**src/rtl/gat_pkg.sv**
```systemverilog
// gat_pkg: shared FSM state type and width helpers for the aggregation scheduler
package gat_pkg;
  typedef enum logic [2:0] {S_IDLE, S_LOAD, S_RUN, S_DRAIN, S_DONE} sched_state_e;
  function automatic int nn_width(input int max_nodes);
    return $clog2(max_nodes) + 1;
  endfunction
  function automatic int idx_width(input int depth);
    return depth > 1 ? $clog2(depth) : 1;
  endfunction
endpackage

```
**src/rtl/aggr_sched_perf_cnt.sv**
```systemverilog
// aggr_sched_perf_cnt: saturating stall counters (alpha FIFO empty, destination not ready)
//   clk, rst_n               clock, async active-low reset
//   clr_i                    clear both counters (accepted run start)
//   stall_alpha_i/_dst_i     one-cycle stall indications
//   stall_alpha_o/_dst_o     32-bit counts, saturating at all-ones
module aggr_sched_perf_cnt (
  input  logic        clk,
  input  logic        rst_n,
  input  logic        clr_i,
  input  logic        stall_alpha_i,
  input  logic        stall_dst_i,
  output logic [31:0] stall_alpha_o,
  output logic [31:0] stall_dst_o
);
  logic [31:0] alpha_q, dst_q;
  always_ff @(posedge clk or negedge rst_n) begin
    if (!rst_n) begin
      alpha_q <= '0;
      dst_q   <= '0;
    end else begin
      alpha_q <= clr_i ? '0 : alpha_q + 32'(stall_alpha_i && alpha_q != '1);
      dst_q   <= clr_i ? '0 : dst_q + 32'(stall_dst_i && dst_q != '1);
    end
  end
  assign stall_alpha_o = alpha_q;
  assign stall_dst_o   = dst_q;
endmodule

```
**src/rtl/aggr_scheduler.sv**
```systemverilog
// aggr_scheduler: walks subgraph node counts, pops alpha FIFO and issues Wh BRAM reads as MAC beats
//   clk, rst_n                      clock, async active-low reset
//   start_i / busy_o / done_o       run control
//   nn_vld_i / nn_rdy_o / nn_i      per-subgraph node-count descriptor
//   alpha_ff_empty / alpha_ff_rd_vld alpha FIFO status / pop
//   wh_bram_addrb                   Wh BRAM read address
//   dst_rdy_i                       aggregator backpressure
//   mac_vld_o/first/last, sg_idx_o  beat, aligned with BRAM read data
//   err_o                           sticky error (zero-node subgraph or address wrap)
//   stall_alpha_o / stall_dst_o     stall counters, live only with AGGR_SCHED_PERF_EN
module aggr_scheduler
  import gat_pkg::*;
#(
  parameter  int TOTAL_NODES   = 13264,
  parameter  int NUM_SUBGRAPHS = 2708,
  parameter  int MAX_NODES     = 168,
  localparam int NN_W          = nn_width(MAX_NODES),
  localparam int AW            = idx_width(TOTAL_NODES),
  localparam int SW            = idx_width(NUM_SUBGRAPHS)
) (
  input  logic            clk,
  input  logic            rst_n,
  input  logic            start_i,
  output logic            busy_o,
  output logic            done_o,
  input  logic            nn_vld_i,
  output logic            nn_rdy_o,
  input  logic [NN_W-1:0] nn_i,
  input  logic            alpha_ff_empty,
  output logic            alpha_ff_rd_vld,
  output logic [AW-1:0]   wh_bram_addrb,
  input  logic            dst_rdy_i,
  output logic            mac_vld_o,
  output logic            mac_first_o,
  output logic            mac_last_o,
  output logic [SW-1:0]   sg_idx_o,
  output logic            err_o,
  output logic [31:0]     stall_alpha_o,
  output logic [31:0]     stall_dst_o
);
  sched_state_e    state_q;
  logic [AW-1:0]   addr_q, addr_d;
  logic [SW-1:0]   sg_q, sg_idx_q;
  logic [NN_W-1:0] nn_q, node_q;
  logic            err_q, vld_q, first_q, last_q;
  logic            issue, node_last, sg_last, addr_wrap;
  assign issue     = state_q == S_RUN && !alpha_ff_empty && dst_rdy_i;
  assign node_last = node_q == nn_q - 1'b1;
  assign sg_last   = sg_q == SW'(NUM_SUBGRAPHS - 1);
  assign addr_wrap = addr_q == AW'(TOTAL_NODES - 1);
  assign addr_d    = addr_wrap ? '0 : addr_q + 1'b1;
  always_ff @(posedge clk or negedge rst_n) begin
    if (!rst_n) begin
      state_q  <= S_IDLE;
      addr_q   <= '0;
      sg_q     <= '0;
      sg_idx_q <= '0;
      nn_q     <= '0;
      node_q   <= '0;
      err_q    <= 1'b0;
      vld_q    <= 1'b0;
      first_q  <= 1'b0;
      last_q   <= 1'b0;
    end else begin
      // beat flags trail the issue by one cycle to line up with BRAM read data
      vld_q   <= issue;
      first_q <= issue && node_q == '0;
      last_q  <= issue && node_last;
      if (issue) sg_idx_q <= sg_q;
      case (state_q)
        S_IDLE: if (start_i) begin
          state_q <= S_LOAD;
          addr_q  <= '0;
          sg_q    <= '0;
          err_q   <= 1'b0;
        end
        S_LOAD: if (nn_vld_i) begin
          if (nn_i == '0) begin
            // empty subgraph: flag it and close it out without issuing
            err_q <= 1'b1;
            if (sg_last) state_q <= S_DRAIN;
            else sg_q <= sg_q + 1'b1;
          end else begin
            nn_q    <= nn_i;
            node_q  <= '0;
            state_q <= S_RUN;
          end
        end
        S_RUN: if (issue) begin
          addr_q <= addr_d;
          if (addr_wrap) err_q <= 1'b1;
          node_q <= node_q + 1'b1;
          if (node_last) begin
            if (sg_last) state_q <= S_DRAIN;
            else begin
              sg_q    <= sg_q + 1'b1;
              state_q <= S_LOAD;
            end
          end
        end
        S_DRAIN: state_q <= S_DONE;
        S_DONE:  state_q <= S_IDLE;
        default: state_q <= S_IDLE;
      endcase
    end
  end
  assign busy_o          = state_q != S_IDLE;
  assign done_o          = state_q == S_DONE;
  assign nn_rdy_o        = state_q == S_LOAD;
  assign alpha_ff_rd_vld = issue;
  assign wh_bram_addrb   = addr_q;
  assign mac_vld_o       = vld_q;
  assign mac_first_o     = first_q;
  assign mac_last_o      = last_q;
  assign sg_idx_o        = sg_idx_q;
  assign err_o           = err_q;
`ifdef AGGR_SCHED_PERF_EN
  // an empty alpha FIFO takes precedence when both stall causes are present
  aggr_sched_perf_cnt u_perf (
    .clk          (clk),
    .rst_n        (rst_n),
    .clr_i        (state_q == S_IDLE && start_i),
    .stall_alpha_i(state_q == S_RUN && alpha_ff_empty),
    .stall_dst_i  (state_q == S_RUN && !alpha_ff_empty && !dst_rdy_i),
    .stall_alpha_o(stall_alpha_o),
    .stall_dst_o  (stall_dst_o)
  );
`else
  assign stall_alpha_o = '0;
  assign stall_dst_o   = '0;
`endif
endmodule

```
**config.mk**
```make
export PLATFORM = sky130hd
export DESIGN_NAME = aggr_scheduler
export DESIGN_NICKNAME = d
export VERILOG_FILES = /design/src/rtl/gat_pkg.sv /design/src/rtl/aggr_sched_perf_cnt.sv /design/src/rtl/aggr_scheduler.sv
export SDC_FILE = /design/constraint.sdc
export NUM_CORES = 1
export LEC_CHECK = 0
export CAP_MARGIN = 5
export CORE_MARGIN = 2
export CORE_UTILIZATION = 39
export DETAILED_ROUTE_END_ITERATION = 7
export MAX_ROUTING_LAYER = met4
export PLACE_DENSITY_LB_ADDON = 0.12
export SYNTH_ARGS = -nofsm -noshare
export SYNTH_HDL_FRONTEND = slang
export SYNTH_SLANG_ARGS = --single-unit
```
**constraint.sdc**
```tcl
create_clock -name clk -period 2.7 [get_ports clk]
set_input_delay 0.54 -clock clk [delete_from_list [all_inputs] [get_ports clk]]
set_output_delay 0.54 -clock clk [all_outputs]
set_load 0.01 [all_outputs]
```
==> qor.yml <==
detailed_routing:
  drtPass1Iterations: 4
  drtIter0Drc: 150
  drc_errors: 0
  wl_microns: 8994
  wl_per_cell_microns: 13.30
  ant_nets: 0
  vias: 3264
  viasPerCell: 4.828
critical_path:
  path_class: "reg2out"
  crit_arrival_ps: 2060
  rrSetupSlack_ps: 140
  cp-end-kind: "output pin"
  critPathMaxFanout: 13
  rr_endpoint: "sg_q[11]$_DFFE_PN0P_"
  r2r_start: "nn_q[2]$_DFFE_PN0P_"
  startpoint_type: "flop"
  cp.required_ps: 2160
  ff2ff_path_depth: 7
place:
  port_buffers: 48
  dp_hpwl_microns: 6621
  placed_cells: 656
  place_area_sq_mm: 0.004512
  place.gp.congestion: 0.8111
timing:
  fin_crit_ps: 2605
  maxSlewViolCount: 0
  setup_violations: 0
  fin_tns_setup_ps: 0
  hold_viol_final: 0
  clock_skew_ps: 8.823
  timing.fmax_ghz: 0.3839
  worstMarginPinSlew_ps: 895.5
  rsz0062_at_grt: "yes"
  fin_crit_sh_pct: 96.47
  slew_headroom_pct: 40.30
layout:
  final_area_sq_mm: 0.004765
  fillers: 1008
  drive_gt1_share_pct: 12.52
  fin_cells: 676
  nets: 558
  antennaDiodeCount: 0
  syn_to_final_growth_pct: 19.79
global_route:
  grt_pass1_vias: 3075
  grt_overflow_total: 0
  antenna_found_initial: 0
  grt_usage_pct: 17.60
  grt_pass1_wl_microns: 15190
  grt_max_degree: 39
synth:
  syn_avg_cell_area_sq_um: 8.609
  synth_ff_type: "dfrtp_1"
  netlist_area_sq_mm: 0.003978
  synthCells: 462
  yosys-top-cells-area: "dfrtp_1 (40%), buf_4 (12%), nand2_1 (9.0%)"
  synth_edf_count: 0
  synth_cell_type_count: 56
  synth_top_cell_area_share_pct: 39.64
  synth_top_cell_by_area: "dfrtp_1"
  yosys_warnings: 0
  yosysSeqAreaShare_pct: 39.64
  synth_seq_cells: 63
  synthArstFlopShare_pct: 100.0
die:
  die-area_sq_mm: 0.01102
  die_h_microns: 105.0
  fp.dieW_microns: 105.0
  start_util_pct: 40.51
  core.rowCount: 36
  core_area_sq_mm: 0.009819
  io_pins: 113
clocking:
  ctsHoldBuffers: 0
  numCtsBuffers: 9
  clock_sinks: 63
  h-tree-depth: 3
  cts_tree: "yes"
  root_buffer: "clkbuf_8"
  clockBufferDepth: 2
  path_clk_slew_ps: 80
  clk_latency_ps: 350
job:
  cap_violations: 0
pwr:
  max-vdd-ir-drop_mv: 0.3109
  powerDensity_mw_per_mm2: 807.6
  p_leak_nw: 2.204
run_status:
  status: "completed"
worst_hold_path:
  hold_path_class: "in2async"
per-layer routing:
metal  global-route usage [%]  share of wire (%)  vias to the layer above
li1                         -                  -                     1603
met1                    23.81                 50                     1551
met2                    26.02                 44                       96
met3                    3.556                4.6                       14
met4                    6.667                1.6                        0
met5                        -                  0                        -
placed cells by master (no fill, tap or decap), drive strengths merged, types with 7 or more instances in the layout:
master         netlist  final
buf                 69     36
inv                 12     13
xor2                15     15
or3                 10     10
xnor2                7      7
nor4                 9      9
nand2               95     95
conb                 1     64
o31ai                9      9
clkbuf              12      9
nor2                32     32
dfrtp               63     63
a21oi               15     15
clkdlybuf4s50        0     46
nand4               10     10
or4                  7      7
nand2b               8      8
o21ai               25     25
logic make-up after synthesis:
logic type               after synthesis  share of synthesized area (%)
multiplexers                           2                         0.5033
adder cells (fa/ha/maj)                5                          1.573
XOR/XNOR                              22                          4.844
flip-flops                            63                          39.64
AO/OA/AOI/OAI                         67                          11.51
AND/OR/NAND/NOR                      209                          26.20
other                                  1                        0.09428
buffers and inverters                 93                          15.63
layout make-up:
class / instances / area [sq um] / share of cell area [%]
flip-flops and latches: 63 / 1577 / 33.09
inverters: 12 / 45.04 / 0.9454
repair buffers: 83 / 740.7 / 15.55
clock inverters: 7 / 72.57 / 1.523
well taps: 133 / 166.4 / 3.493
clock buffers: 9 / 123.9 / 2.600
multi-input cells: 369 / 2039 / 42.80
through the flow:
stage | utilization, % | hold slack [ps] | power, W | setup slack [ps]
2_1_floorplan | - | 244.4 | 0.002497 | 282.2
4_1_cts | 48.25 | 341.2 | 0.003875 | 53.99
6_report | 48.52 | 309.9 | 0.003848 | 95.19
3_5_place_dp | 45.95 | 462.3 | 0.002981 | -217.2
3_3_place_gp | 45.95 | 459.7 | 0.002936 | -201.0
5_1_grt | 48.52 | 377.0 | 0.004154 | -9.769
flip-flops by register name, indices dropped and copies added, names as in the netlist:
name           count
err_o              1
state_q            3
sg_idx_o          12
wh_bram_addrb     14
mac_first_o        1
nn_q               9
node_q             9
mac_last_o         1
mac_vld_o          1
sg_q              12
critical path, cell delays in order (launching register included):
cell             delay (ps)
dfrtp_1                 520
or3b_1                  430
inv_1                   190
clkdlybuf4s50_1         570
worst max-delay path by stage:
stage / depth (start not counted) / slack (ps) / from / end
2_1_floorplan: 7 / 280 / nn_i[4] / sg_q[11]$_DFFE_PN0P_
3_3_place_gp: 9 / -200 / nn_i[4] / sg_q[11]$_DFFE_PN0P_
3_5_place_dp: 9 / -220 / nn_i[4] / sg_q[11]$_DFFE_PN0P_
4_1_cts: 8 / 50 / nn_q[0]$_DFFE_PN0P_ / sg_q[3]$_DFFE_PN0P_
5_1_grt: 9 / -10 / nn_q[0]$_DFFE_PN0P_ / sg_q[4]$_DFFE_PN0P_
6_report: 3 / 100 / state_q[1]$_DFFE_PN0P_ / nn_rdy_o
cell usage after synthesis, types with 2 or more instances:
cell      instances
a31oi_1           2
nand4_1          10
o21a_1            3
dfrtp_1          63
xor2_1           15
nor4_2            3
nor2b_1           3
nand3_1           5
nand2_1          95
buf_4            64
and2_1            6
xnor2_1           7
ha_1              5
nand3b_1          2
and3_1            4
o21ai_1           8
nand2b_1          8
o21ai_0          17
mux2i_1           2
nor4_1            6
o31ai_1           8
nor3b_1           4
or3_1            10
nor3_1            4
or4_1             6
a21oi_1          15
nor4b_1           3
a31o_2            2
nor2_1           32
buf_6             2
inv_1            12
clkbuf_1         12
power breakdown:
group | switching (W) | internal, W | total [W]
Clock | 0.000417 | 0.000428 | 0.000845
Combinational | 0.000979 | 0.000733 | 0.00171
Sequential | 0.000193 | 0.00110 | 0.00129
timing repair:
action | in CTS | in global routing
setup buffers | 4 | 0
resized for setup | 0 | 6
pin swaps | 1 | 2
endpoints found under the setup margin | 4 | 12
endpoints found under the hold margin | 0 | 0
Power figures use the tool's default switching activity.
